===== config.mk =====
export PLATFORM = sky130hd
export DESIGN_NAME = mult_div_unit
export DESIGN_NICKNAME = d
export VERILOG_FILES = /design/src/rtl/mips_muldiv_pkg.sv /design/src/rtl/muldiv_engine.sv /design/src/rtl/mult_div_unit.sv
export SDC_FILE = /design/constraint.sdc
export NUM_CORES = 1
export LEC_CHECK = 0
export CAP_MARGIN = 20
export CORE_MARGIN = 4
export CORE_UTILIZATION = 45
export DETAILED_ROUTE_END_ITERATION = 16
export GPL_ROUTABILITY_DRIVEN = 0
export PLACE_DENSITY = 0.73
export SLEW_MARGIN = 20
export SYNTH_ARGS = -nofsm -noshare
export SYNTH_HDL_FRONTEND = slang
export SYNTH_SLANG_ARGS = --single-unit

===== constraint.sdc =====
create_clock -name clk -period 3.6 [get_ports clk]
set_input_delay 0.54 -clock clk [delete_from_list [all_inputs] [get_ports clk]]
set_output_delay 0.54 -clock clk [all_outputs]
set_load 0.03 [all_outputs]

===== src/rtl/mips_muldiv_pkg.sv =====
// Shared types for the multiply/divide unit: decoder opcode encoding and FSM states.
`default_nettype none

package mips_muldiv_pkg;

   localparam int MD_WIDTH = 32;

   // Bit-for-bit identical to the ALU control decoder's mult/div field
   typedef enum logic [2:0] {
      MD_DIVU  = 3'b000,
      MD_MULTU = 3'b001,
      MD_DIV   = 3'b010,
      MD_MULT  = 3'b011,
      MD_MTHI  = 3'b100,
      MD_MTLO  = 3'b101,
      MD_MFHI  = 3'b110,
      MD_MFLO  = 3'b111
   } md_op_e;

   typedef enum logic [1:0] {
      IDLE = 2'b00,
      RUN  = 2'b01,
      FIX  = 2'b10
   } md_state_e;

endpackage

`default_nettype wire


===== src/rtl/muldiv_engine.sv =====
// Unsigned radix-2 shift-add multiplier / restoring divider sharing one 2*WIDTH accumulator.
`default_nettype none

module muldiv_engine
   import mips_muldiv_pkg::*;
#(
   parameter int WIDTH = MD_WIDTH,
   parameter int ITER  = WIDTH
) (
   input  logic               clk,
   input  logic               reset_n,
   input  logic               load_i,
   input  logic               step_i,
   input  logic               is_div_i,
   input  logic [WIDTH-1:0]   a_i,
   input  logic [WIDTH-1:0]   b_i,
   output logic               last_o,
   output logic [2*WIDTH-1:0] acc_o
);

   localparam int CW = (ITER > 1) ? $clog2(ITER) : 1;

   logic [2*WIDTH-1:0] acc_q, acc_d;
   logic [WIDTH-1:0]   m_q, m_d;
   logic [CW-1:0]      cnt_q, cnt_d;
   logic               div_q, div_d;
   logic [WIDTH:0]     mul_sum;
   logic [WIDTH:0]     div_trial;

   // Multiply: acc = {partial, multiplier}; divide: acc = {remainder, dividend/quotient}
   always_comb begin
      acc_d     = acc_q;
      m_d       = m_q;
      cnt_d     = cnt_q;
      div_d     = div_q;
      mul_sum   = {1'b0, acc_q[2*WIDTH-1:WIDTH]} + (acc_q[0] ? {1'b0, m_q} : '0);
      div_trial = {acc_q[2*WIDTH-1:WIDTH], acc_q[WIDTH-1]} - {1'b0, m_q};
      if (load_i) begin
         acc_d = {{WIDTH{1'b0}}, (is_div_i ? a_i : b_i)};
         m_d   = is_div_i ? b_i : a_i;
         cnt_d = '0;
         div_d = is_div_i;
      end else if (step_i) begin
         cnt_d = cnt_q + 1'b1;
         if (div_q) begin
            if (!div_trial[WIDTH])
               acc_d = {div_trial[WIDTH-1:0], acc_q[WIDTH-2:0], 1'b1};
            else
               acc_d = {acc_q[2*WIDTH-2:0], 1'b0};
         end else begin
            acc_d = {mul_sum, acc_q[WIDTH-1:1]};
         end
      end
   end

   always_ff @(posedge clk or negedge reset_n) begin
      if (!reset_n) begin
         acc_q <= '0;
         m_q   <= '0;
         cnt_q <= '0;
         div_q <= 1'b0;
      end else begin
         acc_q <= acc_d;
         m_q   <= m_d;
         cnt_q <= cnt_d;
         div_q <= div_d;
      end
   end

   assign last_o = (cnt_q == CW'(ITER - 1));
   assign acc_o  = acc_q;

endmodule

`default_nettype wire


===== src/rtl/mult_div_unit.sv =====
// Multi-cycle MULT/DIV unit owning HI/LO, sign correction and the MTHI/MTLO/MFHI/MFLO paths.
`default_nettype none

module mult_div_unit
   import mips_muldiv_pkg::*;
#(
   parameter int WIDTH = MD_WIDTH,
   parameter int ITER  = WIDTH
) (
   input  logic             clk,
   input  logic             reset_n,
   input  logic             start,
   input  logic [2:0]       op,
   input  logic [WIDTH-1:0] a,
   input  logic [WIDTH-1:0] b,
   output logic             busy,
   output logic             done,
   output logic [WIDTH-1:0] hi,
   output logic [WIDTH-1:0] lo,
   output logic [WIDTH-1:0] mf_data,
   output logic             mf_valid
);

   md_state_e          state_q, state_d;
   md_op_e             op_e;
   logic [WIDTH-1:0]   hi_q, hi_d, lo_q, lo_d, mf_data_q, mf_data_d;
   logic               mf_valid_q, mf_valid_d;
   logic               neg_a_q, neg_a_d, neg_b_q, neg_b_d;
   logic               div_q, div_d, bzero_q, bzero_d;
   logic               w_signed, w_neg_a, w_neg_b, w_load, eng_last;
   logic [WIDTH-1:0]   w_a_mag, w_b_mag, w_quot, w_rem;
   logic [2*WIDTH-1:0] eng_acc, w_prod;

   assign op_e     = md_op_e'(op);
   assign w_signed = op[1];
   assign w_neg_a  = w_signed & a[WIDTH-1];
   assign w_neg_b  = w_signed & b[WIDTH-1];
   assign w_a_mag  = w_neg_a ? (~a + 1'b1) : a;
   assign w_b_mag  = w_neg_b ? (~b + 1'b1) : b;
   assign w_load   = (state_q == IDLE) && start && !op[2];

   muldiv_engine #(.WIDTH(WIDTH), .ITER(ITER)) u_engine (
      .clk      (clk),
      .reset_n  (reset_n),
      .load_i   (w_load),
      .step_i   (state_q == RUN),
      .is_div_i (!op[0]),
      .a_i      (w_a_mag),
      .b_i      (w_b_mag),
      .last_o   (eng_last),
      .acc_o    (eng_acc)
   );

   // A zero divisor leaves the all-ones quotient uncorrected; remainder follows the dividend
   assign w_prod = (neg_a_q ^ neg_b_q) ? (~eng_acc + 1'b1) : eng_acc;
   assign w_quot = ((neg_a_q ^ neg_b_q) && !bzero_q) ? (~eng_acc[WIDTH-1:0] + 1'b1)
                                                     : eng_acc[WIDTH-1:0];
   assign w_rem  = neg_a_q ? (~eng_acc[2*WIDTH-1:WIDTH] + 1'b1) : eng_acc[2*WIDTH-1:WIDTH];

   always_comb begin
      state_d    = state_q;
      hi_d       = hi_q;
      lo_d       = lo_q;
      mf_data_d  = mf_data_q;
      mf_valid_d = 1'b0;
      neg_a_d    = neg_a_q;
      neg_b_d    = neg_b_q;
      div_d      = div_q;
      bzero_d    = bzero_q;
      case (state_q)
         IDLE: begin
            if (start) begin
               case (op_e)
                  MD_MTHI: hi_d = a;
                  MD_MTLO: lo_d = a;
                  MD_MFHI: begin mf_data_d = hi_q; mf_valid_d = 1'b1; end
                  MD_MFLO: begin mf_data_d = lo_q; mf_valid_d = 1'b1; end
                  default: begin
                     state_d = RUN;
                     neg_a_d = w_neg_a;
                     neg_b_d = w_neg_b;
                     div_d   = !op[0];
                     bzero_d = (b == '0);
                  end
               endcase
            end
         end
         RUN: if (eng_last) state_d = FIX;
         FIX: begin
            state_d = IDLE;
            if (div_q) {hi_d, lo_d} = {w_rem, w_quot};
            else       {hi_d, lo_d} = w_prod;
         end
         default: state_d = IDLE;
      endcase
   end

   always_ff @(posedge clk or negedge reset_n) begin
      if (!reset_n) begin
         state_q    <= IDLE;
         hi_q       <= '0;
         lo_q       <= '0;
         mf_data_q  <= '0;
         mf_valid_q <= 1'b0;
         neg_a_q    <= 1'b0;
         neg_b_q    <= 1'b0;
         div_q      <= 1'b0;
         bzero_q    <= 1'b0;
      end else begin
         state_q    <= state_d;
         hi_q       <= hi_d;
         lo_q       <= lo_d;
         mf_data_q  <= mf_data_d;
         mf_valid_q <= mf_valid_d;
         neg_a_q    <= neg_a_d;
         neg_b_q    <= neg_b_d;
         div_q      <= div_d;
         bzero_q    <= bzero_d;
      end
   end

   assign busy     = (state_q != IDLE);
   assign done     = (state_q == FIX);
   assign hi       = hi_q;
   assign lo       = lo_q;
   assign mf_data  = mf_data_q;
   assign mf_valid = mf_valid_q;

endmodule

`default_nettype wire


Word-level counts from Yosys, hierarchy flattened

Index checks and enable logic that the tools add are counted.

Register bits after elaboration: 205
Bits of input ports: 70
Output and inout port bits: 99
Word-level logic and storage cells: 91

Add/subtract/negate cells: 8
Eq/ne operators: 12
Multiplexer cells: 30
Bitwise operators: 9
Reduce and logical (&&, ||, !) cells: 19

Operators with widths:

| operator              | count |
|---|---|
| $mux 32               | 13 |
| $mux 64               | 5 |
| $pmux 32 s2           | 3 |
| $add 32x1->32 const B | 4 |
| $not 32->32           | 4 |
| $add 64x1->64 const B | 1 |
| $not 64->64           | 1 |
| $add 32x33->33        | 1 |
| $sub 33x32->33        | 1 |
| $logic_not 32->1      | 1 |
| $reduce_and 3->1      | 5 |
| $eq 3x3->1 const B    | 4 |
| $mux 5                | 2 |
| $reduce_bool 2->1     | 4 |
| $mux 2                | 3 |
| $ne 2x2->1 const B    | 3 |
| $add 5x1->5 const B   | 1 |
| $eq 5x5->1 const B    | 1 |
| $ne 2x1->1 const B    | 2 |
| $pmux 2 s2            | 1 |
| $reduce_or 4->1       | 1 |
| $logic_and 1x1->1     | 3 |
| $logic_not 1->1       | 3 |
| $mux 1                | 3 |
| 7 further kinds       | 8 |

Logic depth before layout (Yosys ltp)

Depth in word-level cells: 5
Mapped depth: 14
Mapped depth without buffers: 13

Cells and area by module

From an unflattened synthesis, not the netlist that was laid out.

Cells, all modules: 2054
Area, all modules: 16829.9 um^2

By module, submodules not included:

| module        | times used | cells each | area each (um^2) | seq. area each (um^2) |
|---|---|---|---|---|
| muldiv_engine | 1          | 1097       | 9118.7           | 2552.4 |
| mult_div_unit | 1          | 957        | 7711.1           | 2577.5 |

Worst setup path after synthesis

OpenSTA, ideal clock, no wires.

Kind: register to register
Start: register u_engine.acc_q[0], in the netlist u_engine.acc_o[0]
End: register u_engine.acc_q[58], in the netlist u_engine.acc_o[58]
Arrival time: 2.944 ns
Required time: 3.496 ns
Slack: 0.552 ns
Cell stages (with the launch flop): 14
Clock period less this slack: 3.048 ns
Path through: dfrtp_1 > inv_1 > clkbuf_1 > nor2_1 > ha_1 > o21ai_0 > o21ai_0 > o211ai_1 > o311ai_1 > a31oi_1 > a21oi_1 > a21oi_1 > xor2_1 > a221oi_1

Longest elaborated chain between the ends: 5

RTL lines:

| what                   | RTL line            | source |
|---|---|---|
| from (decl)            | muldiv_engine.sv:23 | `logic [2*WIDTH-1:0] acc_q, acc_d;` |
| from (signal assigned) | muldiv_engine.sv:58 | `acc_q <= '0;` |
| from (signal assigned) | muldiv_engine.sv:63 | `acc_q <= acc_d;` |
| $mux 32                | muldiv_engine.sv:36 | `mul_sum = {1'b0, acc_q[2*WIDTH-1:WIDTH]} + (acc_q[0] ? {1'b0, m_q} : '0);` |
| $add 32x33->33         | muldiv_engine.sv:36 |  |
| $mux 64                | muldiv_engine.sv:45 | `if (div_q) begin` |
| $mux 64                | muldiv_engine.sv:43 | `end else if (step_i) begin` |
| $mux 64                | muldiv_engine.sv:38 | `if (load_i) begin` |

Every way passes these cells. The select of a mux whose other input is x is not followed.
A chain may end at the register's enable or synchronous reset.

Final worst setup path

Start: register u_engine.acc_q[31], in the netlist u_engine.acc_o[31]
End: register u_engine.acc_q[44], in the netlist u_engine.acc_o[44]

Longest elaborated chain between the ends: 5

RTL lines:

| what           | RTL line            | source |
|---|---|---|
| $sub 33x32->33 | muldiv_engine.sv:37 | `div_trial = {acc_q[2*WIDTH-1:WIDTH], acc_q[WIDTH-1]} - {1'b0, m_q};` |
| $mux 64        | muldiv_engine.sv:46 | `if (!div_trial[WIDTH])` |
| $mux 64        | muldiv_engine.sv:45 |  |
| $mux 64        | muldiv_engine.sv:43 |  |
| $mux 64        | muldiv_engine.sv:38 |  |

Every way passes these cells. The select of a mux whose other input is x is not followed.

==> impl_metrics.toml <==
[pwr]
internal_power_w = 0.0112
p_seq_share_pct = 21.3
powerDensity_nw_per_um2 = 1140
power.total_w = 0.0225
max-vdd-ir-drop_mv = 0.491
swShare_pct = 50.0
p_clk_share_pct = 12.2
switchingPower_w = 0.0112
p_leak_nw = 8.36
p_comb_share_pct = 66.4

[run_status]
status = "finished, violations left"
failed_checks = "negative hold slack"

[floorplanning]
die_area_sq_um = 39600
initial_core_util_pct = 45.9
num_rows = 69
die_h_microns = 199
io-pin-count = 169
die_x_microns = 199
core_area_sq_um = 35700

[synthesis]
synth_area_sq_um = 16400
yosys_warnings = 0
avgSynthCellArea_sq_um = 8.07
yosysMostFrequentCell = "nand2_1"
ys.flop_type = "dfrtp_1"
ys_types = 82
yosysTopAreaCell = "dfrtp_1"
synth_seq_cells = 205
synth_top_area_share_pct = 31.3
syn_nets = 2174
synthTopCellsByCount = "nand2_1, o21ai_0, dfrtp_1"
syn_inst = 2032
ys_top_cells_by_area = "dfrtp_1, mux2i_1, o21ai_0, nand2_1, ha_1"
yosysSeqAreaShare_pct = 31.3
synth_edf_count = 0
async_flop_share_pct = 100

[routing]
final_antenna_net_count = 0
drc = 0
viasPerCell = 6.28
routedWlPerCell_microns = 21.5
vias = 16700
routed_wl_microns = 57300
dr.pass1.iters = 6
drtIter0Drc = 1978

[place]
hpwl_microns = 44300
io_buffer_count = 168
dp.cells = 2612
dp_slack_ns = 0.194
place_area_sq_um = 18800

[cells_and_area]
layout.cells.non_filler = 2663
nNetsFinal = 2325
drive_gt1_share_pct = 7.27
stdcell_area_sq_um = 19700
n_antenna_cell = 0
area_growth_pct = 20.3

[clocking]
cts.clk_slew.worst_paths_ns = 0.06
clockBufferDepth = 3
cts_tree = "done"
cts_buffers = 25
htree_levels = 1
clock_latency_ns = 0.54
clock_sinks = 205
root_buffer = "clkbuf_16"

[timing]
period_share_pct = 94.7
skew_ns = 0.0279
hold_ws_ns = -0.00631
slew_viol_final = 0
setup_violations = 0
hold_viol = 1
slew-limit-headroom_pct = 43.5
max_freq_mhz = 293
worstMarginPinSlew_ns = 0.848
fin_crit_ns = 3.41
fin_ws_ns = 0.190
tns_ns = 0

[critical_path]
path_max_fanout = 15
start_kind = "flop"
path_class = "flop to flop"
cp.arrival_ns = 3.78
setup.worst_path.end_class = "flop"
required_ns = 3.97

[grt]
antenna_found_initial = 1
grt_max_degree = 76
grt_pass1_vias = 15800
grt_overflow = 0
grt_pass1_wl_microns = 89600
track_usage_pct = 28.2

[flow_run]
cap_violations = 0

[worst_hold_path]
hp-class = "input port to asynchronous set/reset pin"
cell families after synthesis:
| family | after synthesis | synth area share (%) |
|---|---|---|
| XOR/XNOR | 174 | 9.29 |
| AND/OR/NAND/NOR | 616 | 17.6 |
| adder cells (fa/ha/maj) | 72 | 5.59 |
| buffers and inverters | 194 | 4.54 |
| AO/OA/AOI/OAI | 651 | 24.3 |
| flip-flops | 205 | 31.3 |
| multiplexers | 120 | 7.34 |
final timing paths:
kind / to / cells after the start / startpoint / slack, ns
worst min-delay path: mf_data[8] / 1 / reset_n / -0.006
worst min register to register: mf_data[28] / 2 / mf_data[28] / 0.48
worst max-delay path: u_engine.acc_o[44] / 13 / u_engine.acc_o[31] / 0.19
max in group asynchronous: u_engine.acc_o[44] / 2 / reset_n / 2.55
worst max register to register: u_engine.acc_o[44] / 13 / u_engine.acc_o[31] / 0.19
min in group clk: mf_data[28] / 2 / mf_data[28] / 0.48
sequential cells by signal, indices dropped and copies added (netlist names), 2 cells and up:
name,count
mf_data,32
hi,32
u_engine.cnt_q,5
state_q,2
u_engine.m_q,32
u_engine.acc_o,64
lo,32
layout make-up:
cell class / instances / area [sq um]
Fill cell: 3234 / 16000
Multi-Input combinational cell: 1633 / 10600
Sequential cell: 205 / 5130
Timing Repair Buffer: 246 / 2290
Clock buffer: 33 / 686
Tap cell: 461 / 577
Inverter: 72 / 270
Clock inverter: 13 / 203
power groups by stage:
stage | Combinational [W] | Sequential [W] | Clock [W]
final | 0.0149 | 0.00479 | 0.00275
after detailed placement | 0.0145 | 0.00478 | 0
after floorplan | 0.00909 | 0.00538 | 0
after global placement | 0.0142 | 0.00473 | 0
after global routing | 0.0162 | 0.00490 | 0.00287
after CTS | 0.0146 | 0.00474 | 0.00277
metrics by stage:
stage	hold WS (ns)	util [%]
after global routing	0.0371	55.2
after floorplan	0.244	-
after CTS	0.0435	55.0
after detailed placement	0.470	52.6
final	-0.00631	55.2
after global placement	0.460	52.6
metal layers:
metal / vias to the layer above / GRT usage, % / share of wire [%]
li1: 7625 / - / -
met1: 7968 / 39.0 / 42
met2: 973 / 43.8 / 44
met3: 148 / 6.13 / 11
met4: 2 / 10.1 / 4.1
met5: - / 0 / 0.035
cell usage in the layout (no fill, tap or decap), types with 6 or more instances in the layout:
| master | instances |
|---|---|
| o21ai_1 | 7 |
| o21a_1 | 8 |
| or2_2 | 6 |
| and2_1 | 17 |
| or4_1 | 11 |
| a22oi_1 | 15 |
| nand4_1 | 11 |
| a31oi_1 | 18 |
| o31ai_1 | 18 |
| nor3_1 | 23 |
| xnor2_1 | 97 |
| o21ai_0 | 231 |
| a211oi_1 | 16 |
| nor2b_1 | 19 |
| and3_1 | 11 |
| nor4_1 | 13 |
| inv_1 | 72 |
| o2111ai_1 | 6 |
| dfrtp_1 | 203 |
| or3_1 | 8 |
| ha_1 | 70 |
| nand2b_1 | 17 |
| o211ai_1 | 29 |
| a21oi_1 | 156 |
| a221o_1 | 6 |
| a21o_1 | 23 |
| clkbuf_16 | 25 |
| nor2_1 | 159 |
| clkdlybuf4s50_1 | 166 |
| nand2_1 | 254 |
| mux2i_1 | 118 |
| xor2_1 | 77 |
| nand3_1 | 37 |
| buf_4 | 77 |
| o41ai_1 | 10 |
| o221ai_1 | 26 |
| o22ai_1 | 35 |
worst max-delay path, cell delays in order (launching register included):
cell and delay (ns):
dfrtp_2 0.41, inv_1 0.10, ha_1 0.24, fa_1 0.41
nand2b_1 0.18, a21o_1 0.21, a311oi_2 0.35, o21ai_2 0.17
a21o_1 0.27, nand3_4 0.19, buf_4 0.17, mux2_2 0.33
mux2i_1 0.12, o21ai_0 0.09
repair_timing:
item	in CTS	in global routing
gates resized for setup	0	3
hold buffers	0	0
setup endpoints to repair	0	10
setup buffers	0	5
Note: power is estimated with default switching activity, not from simulation.
